==> config.mk <==
export PLATFORM = sky130hd
export DESIGN_NAME = uart_tx_arbiter_flat
export DESIGN_NICKNAME = d
export VERILOG_FILES = /design/src/rtl/uart_tx_arbiter_if.sv /design/src/rtl/uart_tx_arbiter.sv /design/src/flat_wrapper.sv
export SDC_FILE = /design/constraint.sdc
export NUM_CORES = 1
export LEC_CHECK = 0
export ABC_AREA = 1
export ABC_CLOCK_PERIOD_IN_PS = 8600
export BUFFER_PORTS_ARGS = -buffer_cell sky130_fd_sc_hd__buf_2
export CAP_MARGIN = 20
export CORE_MARGIN = 3
export CORE_UTILIZATION = 40
export DETAILED_ROUTE_END_ITERATION = 7
export PLACE_DENSITY = 0.61
export SYNTH_ARGS = -nofsm -noshare
export SYNTH_HDL_FRONTEND = slang
export SYNTH_SLANG_ARGS = --single-unit
==> constraint.sdc <==
create_clock -name clk -period 8.6 [get_ports clk]
set_clock_uncertainty 0.1 [all_clocks]
set_input_delay 0.86 -clock clk [delete_from_list [all_inputs] [get_ports clk]]
set_output_delay 0.86 -clock clk [all_outputs]
set_load 0.02 [all_outputs]
==> src/rtl/uart_tx_arbiter_if.sv <==
// ============================================================================
// Module   : uart_tx_arbiter_if
// Requester and transmitter signal bundle for uart_tx_arbiter.
// Revision : 1.0
// ============================================================================
`default_nettype none

interface uart_tx_arbiter_if #(
    parameter int NUM_REQ = 4
) ();
    logic [NUM_REQ-1:0]   req;
    logic [8*NUM_REQ-1:0] req_data;
    logic [NUM_REQ-1:0]   ack;
    logic [NUM_REQ-1:0]   err;
    logic [NUM_REQ-1:0]   grant;
    logic [7:0]           tx_data;
    logic                 tx_start;
    logic                 tx_busy;
    logic                 active;

    // Requesters plus transmitter: drives requests and busy, observes results.
    modport master (
        output req, req_data, tx_busy,
        input  ack, err, grant, tx_data, tx_start, active
    );

    // Arbiter side.
    modport slave (
        input  req, req_data, tx_busy,
        output ack, err, grant, tx_data, tx_start, active
    );
endinterface

`default_nettype wire

==> src/rtl/uart_tx_arbiter.sv <==
// ============================================================================
// Module   : uart_tx_arbiter
// Round-robin sharing of one 8N1 UART transmitter among NUM_REQ requesters.
// Revision : 1.0
// ============================================================================
`default_nettype none

module uart_tx_arbiter #(
    parameter int NUM_REQ = 4,
    parameter int TIMEOUT = 2047
) (
    input  wire logic         clk,
    input  wire logic         rst,
    uart_tx_arbiter_if.slave  bus
);

    localparam int c_PTR_W = (NUM_REQ > 1) ? $clog2(NUM_REQ) : 1;
    localparam int c_CNT_W = $clog2(TIMEOUT + 1);

    localparam logic [c_PTR_W:0]   c_NUM      = (c_PTR_W + 1)'(NUM_REQ);
    localparam logic [c_PTR_W-1:0] c_LAST     = c_PTR_W'(NUM_REQ - 1);
    localparam logic [c_CNT_W-1:0] c_CNT_LAST = c_CNT_W'(TIMEOUT - 1);

    localparam logic [2:0] c_IDLE      = 3'd0;
    localparam logic [2:0] c_ARB       = 3'd1;
    localparam logic [2:0] c_START     = 3'd2;
    localparam logic [2:0] c_WAIT_BUSY = 3'd3;
    localparam logic [2:0] c_WAIT_DONE = 3'd4;
    localparam logic [2:0] c_DONE      = 3'd5;
    localparam logic [2:0] c_ABORT     = 3'd6;

    logic [2:0]         state_q,   state_d;
    logic [NUM_REQ-1:0] grant_q,   grant_d;
    logic [7:0]         tx_data_q, tx_data_d;
    logic [c_PTR_W-1:0] ptr_q,     ptr_d;
    logic [c_CNT_W-1:0] cnt_q,     cnt_d;

    logic [NUM_REQ-1:0] w_win_oh;
    logic [7:0]         w_win_data;
    logic [c_PTR_W-1:0] w_win_nxt;
    logic [c_PTR_W:0]   w_sum;
    logic [c_PTR_W-1:0] w_idx;

    // Round-robin search: offsets 0..NUM_REQ-1 from ptr, first set bit wins.
    always_comb begin
        w_win_oh   = '0;
        w_win_data = '0;
        w_win_nxt  = '0;
        w_sum      = '0;
        w_idx      = '0;
        for (int i = 0; i < NUM_REQ; i++) begin
            w_sum = {1'b0, ptr_q} + (c_PTR_W + 1)'(i);
            if (w_sum >= c_NUM) begin
                w_sum = w_sum - c_NUM;
            end
            w_idx = w_sum[c_PTR_W-1:0];
            if (w_win_oh == '0 && bus.req[w_idx]) begin
                w_win_oh[w_idx] = 1'b1;
                w_win_data      = bus.req_data[{w_idx, 3'b000} +: 8];
                w_win_nxt       = (w_idx == c_LAST) ? '0 : w_idx + 1'b1;
            end
        end
    end

    always_ff @(posedge clk) begin
        if (rst) begin
            state_q   <= c_IDLE;
            grant_q   <= '0;
            tx_data_q <= '0;
            ptr_q     <= '0;
            cnt_q     <= '0;
        end else begin
            state_q   <= state_d;
            grant_q   <= grant_d;
            tx_data_q <= tx_data_d;
            ptr_q     <= ptr_d;
            cnt_q     <= cnt_d;
        end
    end

    always_comb begin
        state_d   = state_q;
        grant_d   = grant_q;
        tx_data_d = tx_data_q;
        ptr_d     = ptr_q;
        cnt_d     = cnt_q;
        case (state_q)
            c_IDLE: begin
                // A frame left over from a reset must drain before a new grant.
                if (!bus.tx_busy && (|bus.req)) begin
                    state_d = c_ARB;
                end
            end
            c_ARB: begin
                if (|bus.req) begin
                    grant_d   = w_win_oh;
                    tx_data_d = w_win_data;
                    ptr_d     = w_win_nxt;
                    state_d   = c_START;
                end else begin
                    state_d = c_IDLE;
                end
            end
            c_START: begin
                cnt_d   = '0;
                state_d = c_WAIT_BUSY;
            end
            c_WAIT_BUSY: begin
                if (bus.tx_busy) begin
                    state_d = c_WAIT_DONE;
                end else if (cnt_q >= c_CNT_LAST) begin
                    state_d = c_ABORT;
                end else begin
                    cnt_d = cnt_q + 1'b1;
                end
            end
            c_WAIT_DONE: begin
                if (!bus.tx_busy) begin
                    state_d = c_DONE;
                end
            end
            c_DONE, c_ABORT: begin
                grant_d = '0;
                state_d = c_IDLE;
            end
            default: begin
                grant_d = '0;
                state_d = c_IDLE;
            end
        endcase
    end

    always_comb begin
        bus.grant    = grant_q;
        bus.tx_data  = tx_data_q;
        bus.tx_start = (state_q == c_START);
        bus.ack      = (state_q == c_DONE)  ? grant_q : '0;
        bus.err      = (state_q == c_ABORT) ? grant_q : '0;
        bus.active   = (state_q != c_IDLE);
    end

endmodule

`default_nettype wire

==> src/flat_wrapper.sv <==
// flat-port wrapper written by rule: the top's interface ports become plain ports
module uart_tx_arbiter_flat 
#(
    parameter int NUM_REQ = 4,
    parameter int TIMEOUT = 2047
)
  (clk, rst, bus_req, bus_req_data, bus_tx_busy, bus_ack, bus_err, bus_grant, bus_tx_data, bus_tx_start, bus_active);
  uart_tx_arbiter_if #(.NUM_REQ(NUM_REQ)) bus_i ();
  input  wire logic clk;
  input  wire logic rst;
  input wire logic [$bits(bus_i.req)-1:0] bus_req;
  input wire logic [$bits(bus_i.req_data)-1:0] bus_req_data;
  input wire logic [$bits(bus_i.tx_busy)-1:0] bus_tx_busy;
  output wire logic [$bits(bus_i.ack)-1:0] bus_ack;
  output wire logic [$bits(bus_i.err)-1:0] bus_err;
  output wire logic [$bits(bus_i.grant)-1:0] bus_grant;
  output wire logic [$bits(bus_i.tx_data)-1:0] bus_tx_data;
  output wire logic [$bits(bus_i.tx_start)-1:0] bus_tx_start;
  output wire logic [$bits(bus_i.active)-1:0] bus_active;
  assign bus_i.req = bus_req;
  assign bus_i.req_data = bus_req_data;
  assign bus_i.tx_busy = bus_tx_busy;
  assign bus_ack = bus_i.ack;
  assign bus_err = bus_i.err;
  assign bus_grant = bus_i.grant;
  assign bus_tx_data = bus_i.tx_data;
  assign bus_tx_start = bus_i.tx_start;
  assign bus_active = bus_i.active;
  uart_tx_arbiter #(.NUM_REQ(NUM_REQ), .TIMEOUT(TIMEOUT)) u_core (.clk(clk), .rst(rst), .bus(bus_i));
endmodule
# After elaboration in Yosys (flattened, before gate mapping)

Cells that the tools add are included.

Register bits: 28
Bits of input ports: 39
Logic and storage cells: 124

Reductions and logical operators: 21
Mux-type cells: 49
Shift-type cells: 4
Magnitude comparators: 13
Add/sub/neg operators: 12
Bitwise logic cells: 4
Equality and inequality tests: 16

Operators by type and width:

| cell                                                                  | count |
|---|---|
| 32-bit by 6-bit variable part select with 8-bit output                | 4 |
| 8-bit two-way mux                                                     | 4 |
| 4-bit two-way mux                                                     | 7 |
| 2-bit two-way mux                                                     | 13 |
| 11-bit two-way mux                                                    | 2 |
| 11-bit case mux with 2 select lines                                   | 1 |
| 3-bit case mux with 5 select lines                                    | 1 |
| 4-bit logical NOT                                                     | 3 |
| 2-bit by 3-bit < comparator with 1-bit output, second input constant  | 4 |
| 3-bit two-way mux                                                     | 4 |
| 4-bit bitwise OR                                                      | 3 |
| 11-bit by 1-bit adder with 11-bit output, second input constant       | 1 |
| 11-bit >= comparator, second input constant                           | 1 |
| 3-bit == test, second input constant                                  | 3 |
| 3-bit >= comparator, second input constant                            | 3 |
| 2-bit by 1-bit adder with 2-bit output, second input constant         | 4 |
| 1-bit binary-select mux with 2-bit select                             | 4 |
| 1-bit demux with 2-bit select                                         | 4 |
| 2-bit == test, second input constant                                  | 4 |
| 2-bit by 1-bit >= comparator with 1-bit output, second input constant | 4 |
| 1-bit logical AND                                                     | 8 |
| 1-bit two-way mux                                                     | 8 |
| 4-bit case mux with 2 select lines                                    | 1 |
| 4-bit OR reduction                                                    | 2 |
| other kinds (16)                                                      | 26 |

# Longest topological paths before layout

Gate-level depths: netlist of run 1.

Depth in word-level cells: 18
Mapped depth: 23
Depth with buffers taken out: 20

# Worst setup path before layout of run 1

OpenSTA, ideal clock, no wires.

Kind: flip-flop to flip-flop
Start: register u_core.ptr_q[1]
End: register u_core.grant_q[2], in the netlist u_core.bus.grant[2]
Setup time: 131 ps
Setup slack: 5626 ps
Period minus slack after synthesis: 2974 ps
Arrival: 2743 ps
Buffers on the path: 4
Stages on the path, launching flop included: 23
Cell sequence: dfxtp_1 > inv_1 > clkbuf_1 > clkbuf_1 > ha_1 > buf_2 > inv_1 > nand3_1 > nand2_1 > inv_1 > nand2_1 > inv_2 > nand3_1 > nand2_2 > nor2_1 > nand2_2 > o21bai_4 > nor2_4 > buf_4 > nand3_1 > nand3_1 > nand2_1 > a21oi_2

Cells in the longest elaborated chain, start to end: 18

RTL lines:

| item                                                                            | RTL line              | text |
|---|---|---|
| start: declaration                                                              | uart_tx_arbiter.sv:35 | `logic [c_PTR_W-1:0] ptr_q, ptr_d;` |
| start signal: assignment                                                        | uart_tx_arbiter.sv:76 | `ptr_q <= ptr_d;` |
| branches (longest 15 deep; another with 2-bit by 1-bit adder with 3-bit output) | --                    |  |
| 4-bit two-way mux (*)                                                           | uart_tx_arbiter.sv:57 | `if (w_win_oh == '0 && bus.req[w_idx]) begin` |
| 4-bit two-way mux (*)                                                           | uart_tx_arbiter.sv:95 | `if (\|bus.req) begin` |
| 4-bit case mux with 2 select lines (*)                                          | uart_tx_arbiter.sv:87 | `case (state_q)` |
| end signal: assignment                                                          | uart_tx_arbiter.sv:74 | `grant_q <= grant_d;` |
| end: declaration                                                                | uart_tx_arbiter.sv:33 | `logic [NUM_REQ-1:0] grant_q, grant_d;` |

Mark *: on every way between the ends. The select of a mux whose other input is x is not followed.
A chain may end at the register's enable or synchronous reset.

# Worst setup path in the final report of run 1

Start: register u_core.ptr_q[1]
End: register u_core.ptr_q[0]

Cells in the longest elaborated chain, start to end: 16

RTL lines:

| item                                                                            | RTL line |
|---|---|
| branches (longest 15 deep; another with 2-bit by 1-bit adder with 3-bit output) | -- |
| 2-bit two-way mux (*)                                                           | uart_tx_arbiter.sv:57 |

Marked as above.

==> results of run 1 <==
-- metal layers --
layer  up-vias  wire, µm
met4         0       110
met1      1353      3410
met3        10       297
met2        78      3390
met5         -         0
li1       1607         -
-- state kept, by name (all words and copies together) (netlist names) --
register            cells
u_core.state_q          3
u_core.cnt_q           11
u_core.bus.grant        4
u_core.ptr_q            2
u_core.bus.tx_data      8
-- path summary, 6_finish.rpt --
check                endpoint             start  slack (ns)  cells after the start
max reg2reg   u_core.ptr_q[0]   u_core.ptr_q[1]        4.16                     19
min reg2reg  u_core.cnt_q[10]  u_core.cnt_q[10]        0.36                      1
min          u_core.cnt_q[10]  u_core.cnt_q[10]        0.36                      1
max           u_core.ptr_q[0]   u_core.ptr_q[1]        4.16                     19
-- kinds of logic after synthesis --
logic type                 share of synthesized area
and+or+nand+nor                                0.376
buffers and inverters                          0.119
AOI/OAI and AO/OA                              0.200
adders and majority gates                     0.0446
muxes                                         0.0570
xor gates and xnor gates                     0.00312
DFF                                            0.200
-- power by group --
part / total, mW / leakage [nW] / internal (mW) / switching [mW]
sequential: 0.167 / 0.228 / 0.150 / 0.0175
combinational: 0.550 / 1.21 / 0.185 / 0.365
clock: 0.104 / 0.0357 / 0.0623 / 0.0413
-- per-stage QoR --
step                utilization  worst slack, ns  hold WS [ns]  instances
finish                    0.484             4.16         0.365        598
global route              0.484             3.66         0.398        598
CTS                       0.484             4.13         0.372        598
detailed placement        0.473             4.14         0.352        594
global placement          0.473             4.33         0.341        594
floorplan                     -             5.63         0.323        463
-- final cells by class --
class                           instances  area [µm²]
Sequential cell                        28         562
Clock buffer                            3        41.3
Clock inverter                          1        30.0
Inverter                               55         206
Fill cell                             709        3390
Tap cell                               93         116
Multi-Input combinational cell        357        1910
Timing Repair Buffer                   61         308
-- layout by cell type (no fill, tap or decap), types with 6 or more instances in the layout --
master and instances:
a21oi_1 26, buf_2 60, dfxtp_1 27, ha_1 10
inv_1 52, mux2i_1 16, nand2_1 130, nand2_2 6
nand3_1 42, nand3_2 11, nor2_1 26, o211ai_1 8
o21ai_0 51, o22ai_1 8
==> summary.txt, run 1 <==
Placement
  • DP Wirelength: about 5700 µm
  • Post-Place Cell Area: 3100 µm²
  • Final GP Congestion: 0.911
  • Number of port buffers: 60

Timing
  • Final min period: 4.44 ns
  • Fin crit share: 0.517
  • Slew at the pin closest to its max-slew limit: 0.753 ns
  • Max-slew violations: 0
  • Worst slew margin: 0.497
  • Final hold vios: 0
  • Total Neg Setup Slack: 0 ns
  • RSZ-0062 raised after global routing: false
  • # setup viols final: 0
  • Max Fclk: 0.225 GHz

GRT
  • M2 GR Usage: 0.290
  • Met1 usage: 0.233
  • Pin count of the biggest net entering global routing: 55
  • All-Layer GR Usage: 0.171
  • Met3 Use GR: 0.0259
  • Top Usage Layer GRT: met2
  • Initial antenna violation count: 0
  • Total gr overflow: 0
  • First-pass GRT wire length: 11900 µm
  • Vias in the first global route: roughly 2700

Synthesis
  • Synth area leaders: dfxtp_1, nand2_1, o21ai_0
  • Syn Inst Count: 463
  • Syn Area/Cell: 6.06 µm²
  • Synth async-reset ratio: 0
  • Leading area contributor after synthesis: dfxtp_1
  • Post-synthesis sequential area ratio: 0.200
  • Top-count cell post-synth: nand2_1
  • Post-synth top area share: 0.200
  • Yosys cell types: 35
  • Synth Register Bits: 28
  • Synthesized area: around 2800 µm²
  • Commonest cells post-synth: nand2_1, inv_1, o21ai_0
  • Primary FF master, synth: dfxtp_1
  • Synth warn: 0
  • Syn Nets: 512
  • Post-synth EDFFs: 0

Floorplanning
  • DIE AREA: 8060 µm²
  • Starting Density: 0.428
  • Core Box Area: 6570 µm²
  • IO Count: 61
  • # rows: 29
  • Die width: 89.8 µm
  • Die Y: 89.8 µm

Cells and area
  • Final instance area: 3180 µm²
  • Ant. Diodes: 0
  • Share of layout cells above drive strength 1: 0.192
  • Final #Nets: around 560
  • Syn-to-layout area delta: 13.1%

Flow run
  • Max cap viols: 0

Route
  • 1st-iter DRT viols: 123
  • Antenna-violating nets left: 0
  • Routed vias/inst: ~5.1
  • Residual DRC count: 0
  • Routed via count: 3048
  • Pre-antenna DRT Iters: 5
  • WL per Instance: approximately 12 µm
  • Drt total wl: just over 7000 µm

Hold path
  • Hold WC Path Type: reg -> reg

CTS
  • CTS Buf Count: 3
  • CTS resizes: 0
  • Max clock buf depth: 2
  • CTS sink cnt: 28
  • Post-CTS setup buffers: 0
  • Htree depth: 1
  • Skew-Pair Late Insertion Delay: 0.27 ns
  • CTS tree: built
  • Clk root buf: clkbuf_8
  • Post-CTS Hold Fix Bufs: 0
  • Clk slew on worst S/H paths: 0.10 ns

Pwr
  • Worst vdd ir: 0.122 mV
  • Pleak: 1.47 nW
  • Power per cell area: roughly 260 nW/µm²
  • Total power: 821 µW

Worst setup path
  • CP Capture Type: register
  • CP delay by family, top: simple AND/OR/NAND/NOR gates
  • Setup CP Type: reg -> reg
  • Crit Path Max Fanout: 24
  • CP bufs+invs: 4
  • CP dominant cell by count: nand2_1
  • Cell breakdown of the critical path: inv_1 -> ha_1 -> inv_1 -> nand3_1 -> nand2_1 -> inv_1 -> nand2_1 -> inv_2 -> nand3_1 -> nand2_1 -> nor2_1 -> nand2_2 -> o21bai_4 -> nor2_4 -> nand2_4 -> nand2_1 -> nand2_1 -> a21oi_1 -> nor2_1
  • CP max stage delay: 0.82 ns
  • Slowest-stage cell, CP: dfxtp_1
  • CP arrival: 4.52 ns
  • Worst Setup Start Kind: register
  • CP required: about 8.7 ns

Run status
  • Status: finished, final reports clean
(Power assumes the default switching activity.)
==> inputs of run 2 (changes only) <==
--- a/config.mk
+++ b/config.mk
@@ -6,7 +6,7 @@
 export NUM_CORES = 1
 export LEC_CHECK = 0
 export ABC_AREA = 1
-export ABC_CLOCK_PERIOD_IN_PS = 8600
+export ABC_CLOCK_PERIOD_IN_PS = 4200
 export BUFFER_PORTS_ARGS = -buffer_cell sky130_fd_sc_hd__buf_2
 export CAP_MARGIN = 20
 export CORE_MARGIN = 3
==> constraint.sdc (replaced) <==
create_clock -name clk -period 4.2 [get_ports clk]
set_clock_uncertainty 0.1 [all_clocks]
set_input_delay 0.42 -clock clk [delete_from_list [all_inputs] [get_ports clk]]
set_output_delay 0.42 -clock clk [all_outputs]
set_load 0.02 [all_outputs]
==> summary.txt, run 2 (synthesized netlist as in run 1, its figures left out) <==
Placement
  • Final GP Congestion: 0.830
  • DP Wirelength: between 5000 and 6000 µm
  • Number of port buffers: 60
  • Placed insts: between 500 and 600

CTS
  • CTS sink cnt: 28
  • Skew-Pair Late Insertion Delay: approximately 0.28 ns
  • Clk slew on worst S/H paths: 0.09 ns
  • CTS tree: built
  • Htree depth: 1
  • Clk root buf: clkbuf_8
  • Post-CTS Hold Fix Bufs: 0
  • CTS Buf Count: 3
  • Max clock buf depth: 2
  • Post-CTS setup buffers: 0
  • CTS resizes: 0

Timing
  • Slew at the pin closest to its max-slew limit: 0.565 ns
  • Max-slew violations: 0
  • RSZ-0062 raised after global routing: false
  • Final hold vios: 0
  • Worst slew margin: 0.623
  • Total Neg Setup Slack: 0 ns
  • Max Fclk: between 0.3 and 0.4 GHz
  • Final min period: around 3.1 ns
  • Fin crit share: 0.749
  • # setup viols final: 0
  • WHS: 0.355 ns

Cells and area
  • Non-filler cells, final: 602
  • Largest reg by FF count: u_core.cnt_q
  • Most frequent cells in the layout: nand2_1, buf_2, inv_1
  • Ant. Diodes: 0
  • Final #Nets: 559
  • Largest register FFs: 11
  • Syn-to-layout area delta: 14.2%
  • Share of layout cells above drive strength 1: 0.198
  • Commonest non-fill, non-tap cell in the layout: nand2_1

Worst setup path
  • CP required: between 4 and 5 ns
  • CP arrival: 3.27 ns
  • Worst reg2reg path depth: 18
  • Crit Path Max Fanout: 21
  • CP Capture Type: register
  • Crit path from: u_core.ptr_q[0]
  • R2r setup slk: 1.05 ns
  • Worst reg2reg path startpoint: u_core.ptr_q[0]
  • Reg2reg end: u_core.ptr_q[0]
  • Worst Setup Start Kind: register
  • Setup CP Type: reg -> reg
  • Worst setup endpoint: u_core.ptr_q[0]

Pwr
  • Seq pwr share: 0.198
  • Psw: 866 µW
  • Power per cell area: 528 nW/µm²
  • Pleak: 1.49 nW
  • Worst vdd ir: about 0.21 mV
  • Internal power: 826 µW
  • Clk pwr share: 0.125
  • Sw Share: 0.512
  • Gate power share: 0.678

Hold path
  • Hold WC Path Type: reg -> reg
  • Hold path start: u_core.cnt_q[10]

Run status
  • Status: finished, final reports clean

Route
  • Antenna-violating nets left: 0
  • Pre-antenna DRT Iters: 4
  • Routed vias/inst: 5.03
  • Drt total wl: 7070 µm
  • Routed via count: 3030
  • 1st-iter DRT viols: 99
  • WL per Instance: 11.8 µm
  • Residual DRC count: 0

Floorplanning
  • Die Y: 89.8 µm
  • # rows: 29
  • Core Box Area: 6570 µm²
  • Die width: 89.8 µm
  • IO Count: between 60 and 70
  • DIE AREA: 8060 µm²
  • Starting Density: 0.428

GRT
  • Initial antenna violation count: 0
  • Pin count of the biggest net entering global routing: 54
  • All-Layer GR Usage: 0.169
  • First-pass GRT wire length: 11800 µm
  • Total gr overflow: 0
  • Vias in the first global route: around 2700

Flow run
  • Max cap viols: 0
-- run 2: cell count changes in the layout (fill, tap and decap cells not counted), sizes merged --
cell / previous run / this run
buf: 61 / 65
-- run 2: worst max-delay path, cell delays in order (launching register included) --
cell and delay [ns]:
dfxtp_2 0.33, inv_2 0.21, ha_1 0.28, buf_4 0.19, inv_1 0.06, buf_4 0.21
nand3_1 0.10, nand2_1 0.07, inv_1 0.04, nand2_1 0.06, inv_2 0.06, nand2_1 0.28
nand2_1 0.32, or3_1 0.39, o21ai_1 0.13, nand2_1 0.06, nand3_1 0.08, nand2_1 0.05
nor2_1 0.07
-- run 2: worst min path at each step --
stage                             endpoint  slack [ns]  depth (start not counted)
after global placement    u_core.cnt_q[10]        0.34                          1
after detailed placement  u_core.cnt_q[10]        0.35                          1
after global routing      u_core.cnt_q[10]        0.38                          1
after CTS                 u_core.cnt_q[10]        0.36                          1
final                     u_core.cnt_q[10]        0.36                          1
after floorplan           u_core.cnt_q[10]        0.32                          1
-- run 2: power by group through the flow --
stage               registers, mW  clock network (mW)  logic, mW
floorplan                   0.380                   0      0.913
global placement            0.340                   0       1.14
detailed placement          0.340                   0       1.14
CTS                         0.334               0.218       1.15
global route                0.338               0.227       1.29
finish                      0.334               0.211       1.15
-- run 2: cell type report --
type	instances	area, µm²
fillers	721	3360
multi-input cells	357	1910
flip-flops and latches	28	562
repair buffers	65	338
inverters	55	206
well taps	93	116
clock buffers	3	41.3
clock inverters	1	30.0
-- run 2: per-layer routing --
layer / track usage / vias to the layer above / share of wire
met5: 0 / - / 0
met4: 0.0319 / 0 / 0.0079
met3: 0.0284 / 6 / 0.030
met2: 0.303 / 53 / 0.49
met1: 0.215 / 1352 / 0.48
li1: - / 1619 / -
-- run 2: per-stage QoR --
| step | setup WS, ns | total power [mW] | utilization | cell area (µm²) |
|---|---|---|---|---|
| after global placement | 1.18 | 1.48 | 0.477 | 3130 |
| after floorplan | 1.23 | 1.29 | - | 2810 |
| after CTS | 1.11 | 1.70 | 0.488 | 3210 |
| final | 1.05 | 1.69 | 0.488 | 3210 |
| after global routing | 0.800 | 1.85 | 0.488 | 3210 |
| after detailed placement | 1.13 | 1.48 | 0.477 | 3130 |
==> inputs of run 3 (changes only) <==
--- a/config.mk
+++ b/config.mk
@@ -6,13 +6,13 @@
 export NUM_CORES = 1
 export LEC_CHECK = 0
 export ABC_AREA = 1
-export ABC_CLOCK_PERIOD_IN_PS = 4200
+export ABC_CLOCK_PERIOD_IN_PS = 2800
 export BUFFER_PORTS_ARGS = -buffer_cell sky130_fd_sc_hd__buf_2
 export CAP_MARGIN = 20
 export CORE_MARGIN = 3
 export CORE_UTILIZATION = 40
 export DETAILED_ROUTE_END_ITERATION = 7
-export PLACE_DENSITY = 0.61
+export PLACE_DENSITY = 0.63
 export SYNTH_ARGS = -nofsm -noshare
 export SYNTH_HDL_FRONTEND = slang
 export SYNTH_SLANG_ARGS = --single-unit
==> constraint.sdc (replaced) <==
create_clock -name clk -period 2.8 [get_ports clk]
set_clock_uncertainty 0.1 [all_clocks]
set_input_delay 0.28 -clock clk [delete_from_list [all_inputs] [get_ports clk]]
set_output_delay 0.28 -clock clk [all_outputs]
set_load 0.02 [all_outputs]
==> summary.txt, run 3 (synthesized netlist as in run 1, its figures left out) <==
CTS
  • Post-CTS Hold Fix Bufs: 0
  • Clk root buf: clkbuf_8
  • Max clock buf depth: 2
  • Htree depth: 1
  • CTS sink cnt: 28
  • Skew-Pair Late Insertion Delay: 0.28 ns
  • Clk slew on worst S/H paths: around 0.10 ns
  • CTS tree: built
  • CTS Buf Count: 3

Route
  • WL per Instance: 12.1 µm
  • Routed vias/inst: 5.08
  • Residual DRC count: 0
  • Antenna-violating nets left: 0
  • Drt total wl: 7460 µm
  • 1st-iter DRT viols: around 190
  • Routed via count: 3135
  • Pre-antenna DRT Iters: 4

Timing
  • Worst slew margin: 0.687
  • Final min period: 2.62 ns
  • Final hold vios: 0
  • Slew at the pin closest to its max-slew limit: 0.469 ns
  • Fin crit share: 0.934
  • Max-slew violations: 0
  • Max Fclk: 0.382 GHz
  • # setup viols final: 0

Cells and area
  • Non-filler cells, final: slightly above 600
  • Share of layout cells above drive strength 1: 0.227
  • Largest reg by FF count: u_core.cnt_q
  • Final instance area: between 3000 and 4000 µm²
  • Final #Nets: 574
  • Largest register FFs: 11
  • Syn-to-layout area delta: 18.8%
  • Ant. Diodes: 0
  • Commonest non-fill, non-tap cell in the layout: nand2_1
  • Most frequent cells in the layout: nand2_1, buf_2, inv_1

Worst setup path
  • Crit Path Max Fanout: 13
  • CP required: slightly below 3 ns
  • CP arrival: 2.73 ns
  • CP Capture Type: register
  • Setup CP Type: reg -> reg
  • Worst Setup Start Kind: register

Pwr
  • Pleak: 1.56 nW
  • Power per cell area: between 800 and 900 nW/µm²
  • Worst vdd ir: approximately 0.38 mV

GRT
  • First-pass GRT wire length: 12200 µm
  • All-Layer GR Usage: 0.172
  • Total gr overflow: 0
  • Initial antenna violation count: 0
  • Vias in the first global route: between 2000 and 3000
  • Pin count of the biggest net entering global routing: 28

Floorplanning
  • Core Box Area: approximately 6600 µm²
  • Die width: ~90 µm
  • # rows: 29
  • Starting Density: 0.428
  • DIE AREA: 8060 µm²
  • Die Y: between 80 and 90 µm
  • IO Count: 61

Placement
  • Final GP Congestion: 0.875
  • Placed insts: about 610
  • DP Wirelength: 5800 µm
  • Number of port buffers: 60
  • Post-Place Cell Area: 3200 µm²

Flow run
  • Max cap viols: 0

Run status
  • Status: finished, final reports clean

Hold path
  • Hold WC Path Type: in -> reg
-- run 3: cell types whose count changed in the layout (fill, tap and decap cells not counted), sizes merged --
cell	change
buf	+13
bufinv	-1
clkbuf	+1
nand2	+1
nor2	+1
-- run 3: final timing paths --
check,startpoint,endpoint,slack (ns),depth (start not counted)
worst max-delay path,u_core.ptr_q[1],u_core.ptr_q[0],0.18,15
worst min register to register,u_core.cnt_q[10],u_core.cnt_q[10],0.36,1
worst min-delay path,bus_tx_busy,u_core.state_q[1],0.25,4
worst max register to register,u_core.ptr_q[1],u_core.ptr_q[0],0.18,15
-- run 3: timing repair --
action | in CTS | in global routing
resized for setup | 0 | 9
buffers inserted | 0 | 4
setup endpoints to repair | 0 | 10
-- run 3: metrics by stage --
stage	utilization	setup TNS, ns	setup WS [ns]	hold WS, ns	power (mW)
floorplan	-	0	0.0395	0.323	1.95
global placement	0.488	0	0.163	0.346	2.28
detailed placement	0.488	0	0.130	0.351	2.31
CTS	0.496	0	0.106	0.241	2.57
global route	0.508	-0.0660	-0.0457	0.287	2.93
finish	0.508	0	0.184	0.250	2.68
-- run 3: report_power, final --
group          switching (mW)  total [mW]  leakage (nW)  internal (mW)
logic                    1.20        1.91          1.30          0.717
clock network           0.127       0.253        0.0288          0.126
registers              0.0527       0.515         0.228          0.462
-- run 3: layout make-up --
type                    count  area, µm²
well taps                  93        116
inverters                  55        206
fillers                   682       3230
clock buffers               4       55.1
flip-flops and latches     28        566
repair buffers             78        447
multi-input cells         359       1950
-- run 3: layer usage --
layer  GRT usage  share of wire  vias to the layer above
li1            -              -                     1656
met1       0.211           0.46                     1405
met2       0.322           0.49                       68
met3      0.0250          0.043                        6
met4      0.0294         0.0084                        0
met5           0              0                        -
-- run 3: worst max-delay path, cell delays in order (launching register included) --
cell     delay, ns
dfxtp_2       0.35
buf_4         0.18
ha_1          0.27
o31ai_4       0.38
nand3_2       0.13
nand2_4       0.12
nor2_2        0.06
nand3_1       0.10
nand2_1       0.10
nor2_4        0.24
nand2_4       0.13
nand2_1       0.08
nand2_1       0.06
nand3_1       0.08
nand2_1       0.07
nor2_1        0.10
